--- src/rtl/leading_one.sv ---
`default_nettype none
// ============================================================================
// Module   : leading_one
// Function : Registered leading-one detector. Reports the index of the
//            highest set bit of check_bits one cycle later, or WIDTH when
//            check_bits is all zero.
// Revision : 1.0 - initial release
// ============================================================================

module leading_one #(
  parameter  int WIDTH = 8,
  localparam int OUT_W = $clog2(WIDTH) + 1
) (
  input  logic             clk,
  input  logic             rst_n,
  input  logic [WIDTH-1:0] check_bits,
  output logic [OUT_W-1:0] ld_o
);

  localparam int               c_idx_w     = $clog2(WIDTH);
  localparam logic [OUT_W-1:0] c_none_code = OUT_W'(WIDTH);

  // Binary priority tree folded in place: at each level node k combines
  // children 2k+1 (upper) and 2k (lower). Children are read before node k
  // is overwritten, so one array serves every level.
  function automatic logic [OUT_W-1:0] f_encode(input logic [WIDTH-1:0] bits);
    logic [WIDTH-1:0]   v;
    logic [c_idx_w-1:0] idx [WIDTH];
    v = bits;
    for (int k = 0; k < WIDTH; k++) begin
      idx[k] = '0;
    end
    for (int lv = 0; lv < c_idx_w; lv++) begin
      for (int k = 0; k < (WIDTH >> (lv + 1)); k++) begin
        if (v[2*k+1]) begin
          idx[k] = idx[2*k+1] | c_idx_w'(1 << lv);
        end else begin
          idx[k] = idx[2*k];
        end
        v[k] = v[2*k+1] | v[2*k];
      end
    end
    // With no valid leaf every index stays zero, so this yields WIDTH.
    return {~v[0], idx[0]};
  endfunction

  logic [OUT_W-1:0] w_enc;
  logic [OUT_W-1:0] r_ld;

  always_comb begin
    w_enc = f_encode(check_bits);
  end

  always_ff @(posedge clk or negedge rst_n) begin
    if (!rst_n) begin
      r_ld <= c_none_code;
    end else begin
      r_ld <= w_enc;
    end
  end

  assign ld_o = r_ld;

endmodule

`default_nettype wire

--- config.mk ---
export PLATFORM = sky130hd
export DESIGN_NAME = leading_one
export DESIGN_NICKNAME = d
export VERILOG_FILES = /design/src/rtl/leading_one.sv
export SDC_FILE = /design/constraint.sdc
export NUM_CORES = 1
export LEC_CHECK = 0
export ABC_AREA = 1
export BUFFER_PORTS_ARGS = -buffer_cell sky130_fd_sc_hd__clkbuf_2
export CAP_MARGIN = 20
export CORE_AREA = 2 2 39 41
export DETAILED_ROUTE_END_ITERATION = 16
export DIE_AREA = 0 0 41 43
export PLACE_DENSITY = 0.45
export SLEW_MARGIN = 20
export SYNTH_ARGS = -nofsm -noshare
export SYNTH_HDL_FRONTEND = slang
export SYNTH_SLANG_ARGS = --single-unit
--- constraint.sdc ---
create_clock -name clk -period 0.96 [get_ports clk]
set_clock_uncertainty 0.2 [all_clocks]
set_input_delay 0.144 -clock clk [delete_from_list [all_inputs] [get_ports clk]]
set_output_delay 0.144 -clock clk [all_outputs]
set_load 0.02 [all_outputs]
# Word-level counts from Yosys, hierarchy flattened
# Cells that the tools add are included.
# Widths: inputs -> output; s select.
word_totals:
  reg_bits: 4
  latchBits: 0
  mem_bits_rw: 0
  romBits: 0
  inputBits: 10
  output_inout_bits: 4
  elab_cells: 16
  mem_count: 0
classes:
  add_sub_neg: 0
  n_mul: 0
  div: 0
  magnitude_cmp: 0
  eq_ne: 0
  shifts: 0
  mux: 7
  bitwise_logic: 8
  n_reduce_logical: 0
op_table:
  columns: ["cell", "n"]
  rows:
  - ["$or 1x1->1", 7]
  - ["$mux 1", 4]
  - ["$mux 2", 2]
  - ["$mux 3", 1]
  - ["$not 1->1", 1]

# Depth between registers and ports, before layout
# Gate-level depths: netlist of run 1.
logic_depth:
  depth_word: 4
  depth_mapped: 5
  depth_no_buf: 5

# Worst setup path before layout of run 1
# OpenSTA, ideal clock, no wires.
synth_timing:
  path_kind: "register to output"
  from: "register r_ld[3], in the netlist ld_o[3]"
  to: "output ld_o[3]"
  t_arrival_ns: 0.554
  t_required_ns: 0.616
  path_slack_ns: 0.062
  stages_incl_launch_ff: 1
  n_path_buf: 0
  cell_sequence: "dfstp_2"
synth_rtl:
  columns: ["item", "line_no", "text"]
  rows:
  - ["from (decl)", "48", "logic [OUT_W-1:0] r_ld;"]
  - ["from (signal assigned)", "56", "r_ld <= c_none_code;"]
  - ["from (signal assigned)", "58", "r_ld <= w_enc;"]
  - ["to (decl)", "17", "output logic [OUT_W-1:0] ld_o"]
# No word-level cell between the ends.

# Worst setup path after layout of run 1
layout_timing:
  from: "register r_ld[3], in the netlist ld_o[3]"
  to: "output ld_o[3]"
# No word-level cell between the ends.

==> results of run 1 <==
[kinds of logic (layout without fill, tap and decap cells)]
logic type,after synthesis,after routing
AOI/OAI and AO/OA,3,3
and+or+nand+nor,9,9
buffers and inverters,6,24
DFF,4,4
[power breakdown]
group / internal [mW] / switching (mW) / total (mW)
combinational: 0.0368 / 0.0336 / 0.0704
sequential: 0.176 / 0.00265 / 0.179
clock: 0.156 / 0.0701 / 0.226
[cells in the final DEF (no fill, tap or decap), types with 2 or more instances in the layout]
master    instances
clkbuf_2          9
nand2_1           4
inv_2             3
inv_1             3
clkbuf_4          3
dfrtp_1           3
buf_6             3
nor2_2            2
nor2_1            2
o21bai_1          2
[metrics by stage]
stage | power, mW | util | setup TNS, ns | cells
after detailed placement | 0.240 | 0.195 | -0.0345 | 51
after global routing | 0.510 | 0.242 | -0.662 | 56
after CTS | 0.482 | 0.228 | -0.653 | 56
final | 0.475 | 0.242 | -0.563 | 56
after floorplan | 0.208 | - | 0 | 22
after global placement | 0.240 | 0.195 | -0.0277 | 51
[path summary, 6_finish.rpt]
| check | start | end | slack (ns) | depth (start not counted) |
|---|---|---|---|---|
| min | check_bits[0] | ld_o[3] | -0.08 | 4 |
| max in group asynchronous | rst_n | ld_o[3] | 0.30 | 2 |
| min in group asynchronous | rst_n | ld_o[1] | 0.05 | 2 |
| max | ld_o[3] | ld_o[3] | -0.24 | 1 |
[layer usage]
| metal | GRT usage | wire [um] |
|---|---|---|
| met4 | 0.120 | 0 |
| met1 | 0.0548 | 140 |
| met3 | 0 | 27 |
| met2 | 0.0750 | 193 |
| met5 | 0 | 0 |
[what timing repair did]
action / in CTS / in global routing
cloned: 0 / 0
resized for setup: 2 / 10
endpoints found under the setup margin: 4 / 4
endpoints found under the hold margin: 6 / 2
[cell type report]
type	count	share of cell area
well taps	16	0.0597
repair buffers	14	0.310
multi-input cells	12	0.183
inverters	6	0.0672
clock buffers	4	0.0784
flip-flops and latches	4	0.302
==> results.md, run 1 <==
- Clk buf depth: 2
- Status: finished, violations left
- Ratio of cells with drive above 1 in the final layout: 0.575
- Die Y: roughly 43 um
- Crit path kind: register to output pin
- Ys async rst share: 1.00
- Leak pwr: 0.169 nW
- P per Cell Area: roughly 1400 nW/um^2
- DP HPWL: 314 um
- Post-CTS Hold Buffers: 1
- Sequential cell area: approximately 100 um^2
- Max-cap violations: 0
- Post-route setup slack: -0.241 ns
- PortBufs: 13
- Synth cell count leaders: nand2_1, dfrtp_1, inv_1, inv_2
- Adder-Cell Fraction of Synth Area: 0
- Final count of negative-setup-slack endpoints: 4
- Yosys warnings: 0
- Initial detailed-routing violation count: 0
- Placed Area: between 200 and 300 um^2
- Most common cell in the netlist: nand2_1
- Final nets: 51
- Initial antenna violation count: 0
- Slowest cell delay on critical path: between 0.5 and 0.6 ns
- Drc violations: 0
- Worst Setup End Kind: output pin
- Setup Fix Bufs, Post-CTS: 0
- Most area-consuming cells after synthesis: dfrtp_1, dfstp_2, nand2_1
- Largest net degree at the start of global routing: 5
- Final min period: roughly 1.2 ns
- Final max-slew violation count: 0
- Worst path cell trace: buf_8
- Vias/cell: roughly 3.1
- Top_reg_cell synth: dfrtp_1
- Hold Path Class: input port to register
- Worst Path Buf+Inv: 1
- Syn Nets: 32
- Mux cell area share after synthesis: 0
- Clock-pin slew on the worst setup and hold paths: around 0.040 ns
- Delay-heaviest family, CP: flip-flops
- Vias in the first global route: just under 200
- H-tree levels: 1
- Final ANT Viol Nets: 0
- Routed WL: roughly 360 um
- Largest family of logic cells by synthesized area: simple AND/OR/NAND/NOR gates
- Compound-gate portion of the synthesized area: 0.108
- Post-synthesis sequential area ratio: 0.547
- Rows: 14
- Final hold slack: -0.0766 ns
- Initial core utilization: 0.134
- Synthesized flop and latch total: 4
- GRT Total Usage: 0.0593
- Simple-gate share of the synthesized area: 0.223
- Library cells used by synthesis: 10
- Worst-margin pin slew: 0.145 ns
- Endpoints failing hold: 2
- CTS tree: yes
- Final period utilization: 1.25
- FILL cells: between 150 and 200
- CTS Buf Count: 3
- Routed WL per cell: 6.46 um
- Post-Synth XOR/XNOR Area: 0
- CP Data Arrival Time: 0.86 ns
- Die W: 41 um
- Cells after synthesis: 22
- Global-route wire length before repair: 621 um
- Startpoint types: register
- # IOs: 14
- Top cell type by total area after synthesis: dfrtp_1
- Worst Path Required: just over 0.6 ns
- GP Congestion: about 0.7
- Mapped cell area: about 190 um^2
- RSZ-0062 raised after global routing: yes
- Number of flops mapped to enable cells by yosys: 0
- DR vias: between 150 and 200
- Antenna cells: 0
- Slowest CP cell: dfstp_2
- Failing checks: hold timing, setup timing
- Worst vdd ir: 0.236 mV
- Post-route cell area: ~340 um^2
- Setup WS pre-CTS: -0.0345 ns
- FMAX: between 0.8 and 0.9 GHz
- Clk root buf: clkbuf_4
- Area grow syn2layout: 81.1%
- GRT overflow: 0
- Share of the synthesized area in the top cell type: 0.405
- Crit-path max FO: 1
- Slew HR: 0.903
- Mean Syn Cell Area: roughly 8.4 um^2
- DIE AREA: around 1800 um^2
- Combined area of the multi-input logic cells: 61.3 um^2
- Sinks on Clock Net: 4
- 1st-pass router iterations: 1
- Core box area: between 1000 and 1500 um^2
- Max reg flops: 4
Note: power is estimated with default switching activity, not from simulation.
==> inputs of run 2 (changes only) <==
--- a/config.mk
+++ b/config.mk
@@ -5,13 +5,13 @@
 export SDC_FILE = /design/constraint.sdc
 export NUM_CORES = 1
 export LEC_CHECK = 0
-export ABC_AREA = 1
 export BUFFER_PORTS_ARGS = -buffer_cell sky130_fd_sc_hd__clkbuf_2
 export CAP_MARGIN = 20
 export CORE_AREA = 2 2 39 41
 export DETAILED_ROUTE_END_ITERATION = 16
 export DIE_AREA = 0 0 41 43
-export PLACE_DENSITY = 0.45
+export PLACE_DENSITY = 0.44
+export SETUP_SLACK_MARGIN = 0.5
 export SLEW_MARGIN = 20
 export SYNTH_ARGS = -nofsm -noshare
 export SYNTH_HDL_FRONTEND = slang
==> constraint.sdc (replaced) <==
create_clock -name clk -period 1.4 [get_ports clk]
set_clock_uncertainty 0.2 [all_clocks]
set_input_delay 0.21 -clock clk [delete_from_list [all_inputs] [get_ports clk]]
set_output_delay 0.21 -clock clk [all_outputs]
set_load 0.02 [all_outputs]
==> run 2 against run 1 <==
The run ends with hold timing left; first-iteration DRC count grew 8; synthesized cell count shrank 32%; non-clock buffer count unchanged; final cell count shrank 13%; global-route usage up 0.22 points; routed wire length rose by 4.7%; clock power shrank 31%; utilization shrank 1.2 points; hold slack got worse by 0.014 ns; setup slack improved by 0.37 ns; critical path depth unchanged.
==> results.md, run 2 <==
- Final nets: between 40 and 50
- DR vias: 170
- Final count of negative-setup-slack endpoints: 0
- Commonest non-fill, non-tap cell in the layout: clkbuf_2
- Clk buf depth: 2
- GP Congestion: about 0.6
- # IOs: 14
- Share of the synthesized area in the top cell type: 0.444
- Global-route wire length before repair: around 570 um
- Top_reg_cell synth: dfrtp_1
- Antenna cells: 0
- Clk root buf: clkbuf_4
- Drc violations: 0
- Delay-heaviest family, CP: flip-flops
- CP Depth: 1
- Crit path from: ld_o[3]
- Post-route cell area: around 320 um^2
- Routed WL: 379 um
- Worst Path Buf+Inv: 1
- Syn Nets: 25
- Post-synthesis sequential area ratio: 0.600
- Worst Hold Depth: 2
- CTS tree: yes
- Ratio of cells with drive above 1 in the final layout: 0.606
- Leak pwr: about 0.15 nW
- Ys async rst share: 1.00
- Vias/cell: about 3.5
- Mean Syn Cell Area: between 10 and 15 um^2
- Final period utilization: 0.907
- Top cell type by total area after synthesis: dfrtp_1
- Max-cap violations: 0
- Max reg flops: 4
- Initial antenna violation count: 0
- Most area-consuming cells after synthesis: dfrtp_1, dfstp_2, nor4b_2
- Most frequent cells in the layout: clkbuf_2, clkbuf_4, dfrtp_1, buf_6
- Worst path cell trace: buf_8
- Final max-slew violation count: 0
- Setup Fix Bufs, Post-CTS: 0
- Post-CTS Hold Buffers: 1
- Number of flops mapped to enable cells by yosys: 0
- Crit path capture: ld_o[3]
- Final hold slack: -0.0909 ns
- RSZ-0062 raised after global routing: yes
- Core box area: between 1000 and 1500 um^2
- Die W: roughly 41 um
- Worst Setup End Kind: output pin
- Cells after synthesis: 15
- H-tree levels: 1
- Slew HR: 0.843
- Crit-path max FO: 1
- 1st-pass router iterations: 4
- Clock-pin slew on the worst setup and hold paths: around 0.040 ns
- Initial core utilization: 0.122
- Final min period: roughly 1.3 ns
- GRT Total Usage: 0.0615
- GRT overflow: 0
- Library cells used by synthesis: 9
- Failing checks: hold timing
- DIE AREA: roughly 1800 um^2
- Worst vdd ir: 0.203 mV
- Power Total: around 0.33 mW
- Worst-margin pin slew: approximately 0.23 ns
- Most common cell in the netlist: dfrtp_1
- Placed Area: about 250 um^2
- FMAX: 0.788 GHz
- Final setup TNS: 0 ns
- Initial detailed-routing violation count: 8
- Routed WL per cell: just under 8 um
- Status: finished, violations left
- Mapped cell area: 169 um^2
- Slowest cell delay on critical path: about 0.52 ns
- Hold Path Class: input port to register
- CP Data Arrival Time: 0.86 ns
- PortBufs: 13
- Yosys warnings: 0
- Synth cell count leaders: dfrtp_1, a21oi_1, inv_1, nor2_1, o31ai_1
- CTS Buf Count: 3
- P per Cell Area: between 1000 and 1500 nW/um^2
- Vias in the first global route: approximately 170
- Crit path kind: register to output pin
- Synthesized flop and latch total: 4
- Area grow syn2layout: 88.9%
- Die Y: approximately 43 um
- Rows: 14
- Worst Path Required: ~0.99 ns
- Slowest CP cell: dfstp_2
- Startpoint types: register
- Endpoints failing hold: 2
- Sinks on Clock Net: 4
- Largest net degree at the start of global routing: 5
- Final ANT Viol Nets: 0
[run 2: cell types whose count changed after synthesis]
cell / before / now
o31ai_1: 0 / 2
nor2_2: 2 / 1
nand2_1: 4 / 0
inv_1: 3 / 2
inv_2: 3 / 0
nor4b_2: 0 / 1
a21oi_1: 1 / 2
o21bai_1: 2 / 0
[run 2: worst min path at each step]
stage | start | endpoint | slack [ns]
2_1_floorplan | rst_n | ld_o[0] | -0.29
3_3_place_gp | rst_n | ld_o[1] | -0.18
3_5_place_dp | rst_n | ld_o[0] | -0.18
4_1_cts | check_bits[0] | ld_o[3] | -0.1
5_1_grt | check_bits[0] | ld_o[3] | -0.11
6_report | check_bits[0] | ld_o[3] | -0.09
[run 2: logic make-up after synthesis]
| family | Yosys count | share of synthesized area |
|---|---|---|
| buffers and inverters | 2 | 0.0445 |
| AOI/OAI and AO/OA | 4 | 0.148 |
| and+or+nand+nor | 5 | 0.207 |
| DFF | 4 | 0.600 |
[run 2: area by class of cell]
| type | instances | area, um^2 |
|---|---|---|
| well taps | 16 | 20.0 |
| multi-input cells | 9 | 60.1 |
| fillers | 152 | 1060 |
| inverters | 2 | 7.51 |
| flip-flops and latches | 4 | 101 |
| clock buffers | 4 | 26.3 |
| repair buffers | 14 | 104 |
[run 2: repair_timing]
action	4_1_cts	5_1_grt
setup endpoints to repair	4	4
resized for setup	2	10
pin swaps	0	0
endpoints found under the hold margin	7	2
[run 2: metrics by stage]
| stage | utilization | worst slack (ns) | std cells | hold slack [ns] |
|---|---|---|---|---|
| 2_1_floorplan | - | 0.436 | 15 | -0.286 |
| 3_3_place_gp | 0.184 | 0.339 | 44 | -0.181 |
| 3_5_place_dp | 0.184 | 0.340 | 44 | -0.181 |
| 4_1_cts | 0.216 | 0.102 | 49 | -0.0998 |
| 5_1_grt | 0.231 | 0.101 | 49 | -0.107 |
| 6_report | 0.231 | 0.131 | 49 | -0.0909 |
[run 2: per-layer routing]
layer / global-route usage / up-vias / wire length, um
li1: - / 87 / -
met5: 0 / - / 0
met3: 0.0628 / 0 / 70
met2: 0.0563 / 14 / 152
met1: 0.0619 / 69 / 156
met4: 0.0800 / 0 / 0
[run 2: power by group]
group          total (mW)  switching [mW]  internal [mW]
logic              0.0469          0.0226         0.0242
registers           0.123         0.00205          0.121
clock network       0.156          0.0486          0.107
total               0.325          0.0733          0.252
==> inputs of run 3 (changes only) <==
--- a/config.mk
+++ b/config.mk
@@ -7,10 +7,12 @@
 export LEC_CHECK = 0
 export BUFFER_PORTS_ARGS = -buffer_cell sky130_fd_sc_hd__clkbuf_2
 export CAP_MARGIN = 20
+export CELL_PAD_IN_SITES_DETAIL_PLACEMENT = 1
+export CELL_PAD_IN_SITES_GLOBAL_PLACEMENT = 2
 export CORE_AREA = 2 2 39 41
 export DETAILED_ROUTE_END_ITERATION = 16
 export DIE_AREA = 0 0 41 43
-export PLACE_DENSITY = 0.44
+export PLACE_DENSITY = 0.63
 export SETUP_SLACK_MARGIN = 0.5
 export SLEW_MARGIN = 20
 export SYNTH_ARGS = -nofsm -noshare
==> run 3 against run 2 <==
The flow still finishes with violations (hold timing); global-route usage rose by 1.2 points; sequential share of layout area did not move; clock-buffer cell count did not move; hold slack improved by 0.0032 ns; maximum frequency hardly changed; critical path type unchanged; highest routed layer unchanged.
==> results.md, run 3 (synthesis results as in run 2) <==
- Post-CTS Hold Buffers: 1
- RSZ-0062 raised after global routing: yes
- Clk buf depth: 2
- Final ANT Viol Nets: 0
- Final setup TNS: 0 ns
- Routed WL per cell: about 8.9 um
- H-tree levels: 1
- Area grow syn2layout: 88.9%
- Startpoint types: register
- Hold Path Class: input port to register
- Min-Delay Startpoint: check_bits[0]
- Worst Path Required: ~0.99 ns
- Final nets: 44
- DIE AREA: between 1500 and 2000 um^2
- Crit-path max FO: 1
- Final min period: approximately 1.3 ns
- Drc violations: 0
- Largest net degree at the start of global routing: 5
- Initial core utilization: 0.122
- FMAX: ~0.79 GHz
- Leak pwr: between 0.1 and 0.15 nW
- Worst vdd ir: 0.180 mV
- CP Data Arrival Time: about 0.86 ns
- Clk root buf: clkbuf_4
- Vias/cell: approximately 3.7
- Vias in the first global route: between 200 and 250
- Final max-slew violation count: 0
- Setup Fix Bufs, Post-CTS: 0
- Rows: 14
- GP Congestion: just under 0.7
- Initial detailed-routing violation count: 1
- Routed WL: between 400 and 500 um
- Final count of negative-setup-slack endpoints: 0
- Max-cap violations: 0
- Die Y: between 40 and 50 um
- Core box area: 1380 um^2
- Global-route wire length before repair: about 810 um
- CP Depth: 1
- GRT Total Usage: 0.0735
- Worst-margin pin slew: ~0.25 ns
- Die W: about 41 um
- DR vias: between 150 and 200
- Power Total: roughly 0.32 mW
- Delay-heaviest family, CP: flip-flops
- Antenna cells: 0
- Hold endpoint: ld_o[3]
- Worst Path Buf+Inv: 1
- Slowest cell delay on critical path: 0.53 ns
- FILL cells: 172
- Status: finished, violations left
- Initial antenna violation count: 0
- PortBufs: 13
- Endpoints failing hold: 2
- # IOs: 14
- CTS tree: yes
- Failing checks: hold timing
- Sinks on Clock Net: 4
- Slowest CP cell: dfstp_2
- GRT overflow: 0
- Worst Hold Depth: 2
- Slew HR: 0.834
- Ratio of cells with drive above 1 in the final layout: 0.606
- P per Cell Area: 1010 nW/um^2
- Clock-pin slew on the worst setup and hold paths: ~0.040 ns
- Post-route cell area: between 300 and 400 um^2
- CTS Buf Count: 3
- Placed Area: ~250 um^2
- 1st-pass router iterations: 2
- Most frequent cells in the layout: clkbuf_2, clkbuf_4, dfrtp_1, buf_6
- Worst Setup End Kind: output pin
- Final hold slack: -0.0877 ns
- Final period utilization: 0.907
- Commonest non-fill, non-tap cell in the layout: clkbuf_2
- Max reg flops: 4
- Crit path kind: register to output pin
- Worst path cell trace: buf_8
[run 3: repair_timing]
item / in CTS / in global routing
setup endpoints to repair: 4 / 4
cloned: 0 / 0
resized for setup: 2 / 10
hold endpoints to repair: 6 / 1
[run 3: worst max-delay path by stage]
stage	start	end	slack, ns
after detailed placement	ld_o[3]	ld_o[3]	0.33
final	ld_o[3]	ld_o[3]	0.13
after global placement	ld_o[3]	ld_o[3]	0.34
after CTS	ld_o[3]	ld_o[3]	0.1
after global routing	ld_o[3]	ld_o[3]	0.10
after floorplan	ld_o[3]	ld_o[3]	0.44
[run 3: cell type report]
type | count | area [um^2] | share of cell area
Timing Repair Buffer | 14 | 104 | 0.325
Inverter | 2 | 7.51 | 0.0235
Tap cell | 16 | 20.0 | 0.0627
Clock buffer | 4 | 26.3 | 0.0824
Sequential cell | 4 | 101 | 0.318
Multi-Input combinational cell | 9 | 60.1 | 0.188
[run 3: per-layer routing]
metal / global-route usage / up-vias / share of wire
li1: - / 87 / -
met1: 0.0649 / 83 / 0.39
met2: 0.106 / 13 / 0.47
met3: 0.0366 / 0 / 0.14
met4: 0.0800 / 0 / 0
met5: 0 / - / 0
[run 3: through the flow]
step                      utilization  setup slack, ns  instances
after floorplan                     -            0.436         15
after global placement          0.184            0.345         44
after detailed placement        0.184            0.334         44
after CTS                       0.216           0.0987         49
after global routing            0.231            0.105         49
final                           0.231            0.131         49
[run 3: power breakdown]
part           total (mW)  internal (mW)  switching [mW]  leakage [nW]
Clock               0.153          0.107          0.0463        0.0150
Sequential          0.123          0.121         0.00213        0.0401
Combinational      0.0475         0.0242          0.0233        0.0924
Total               0.324          0.252          0.0718         0.147
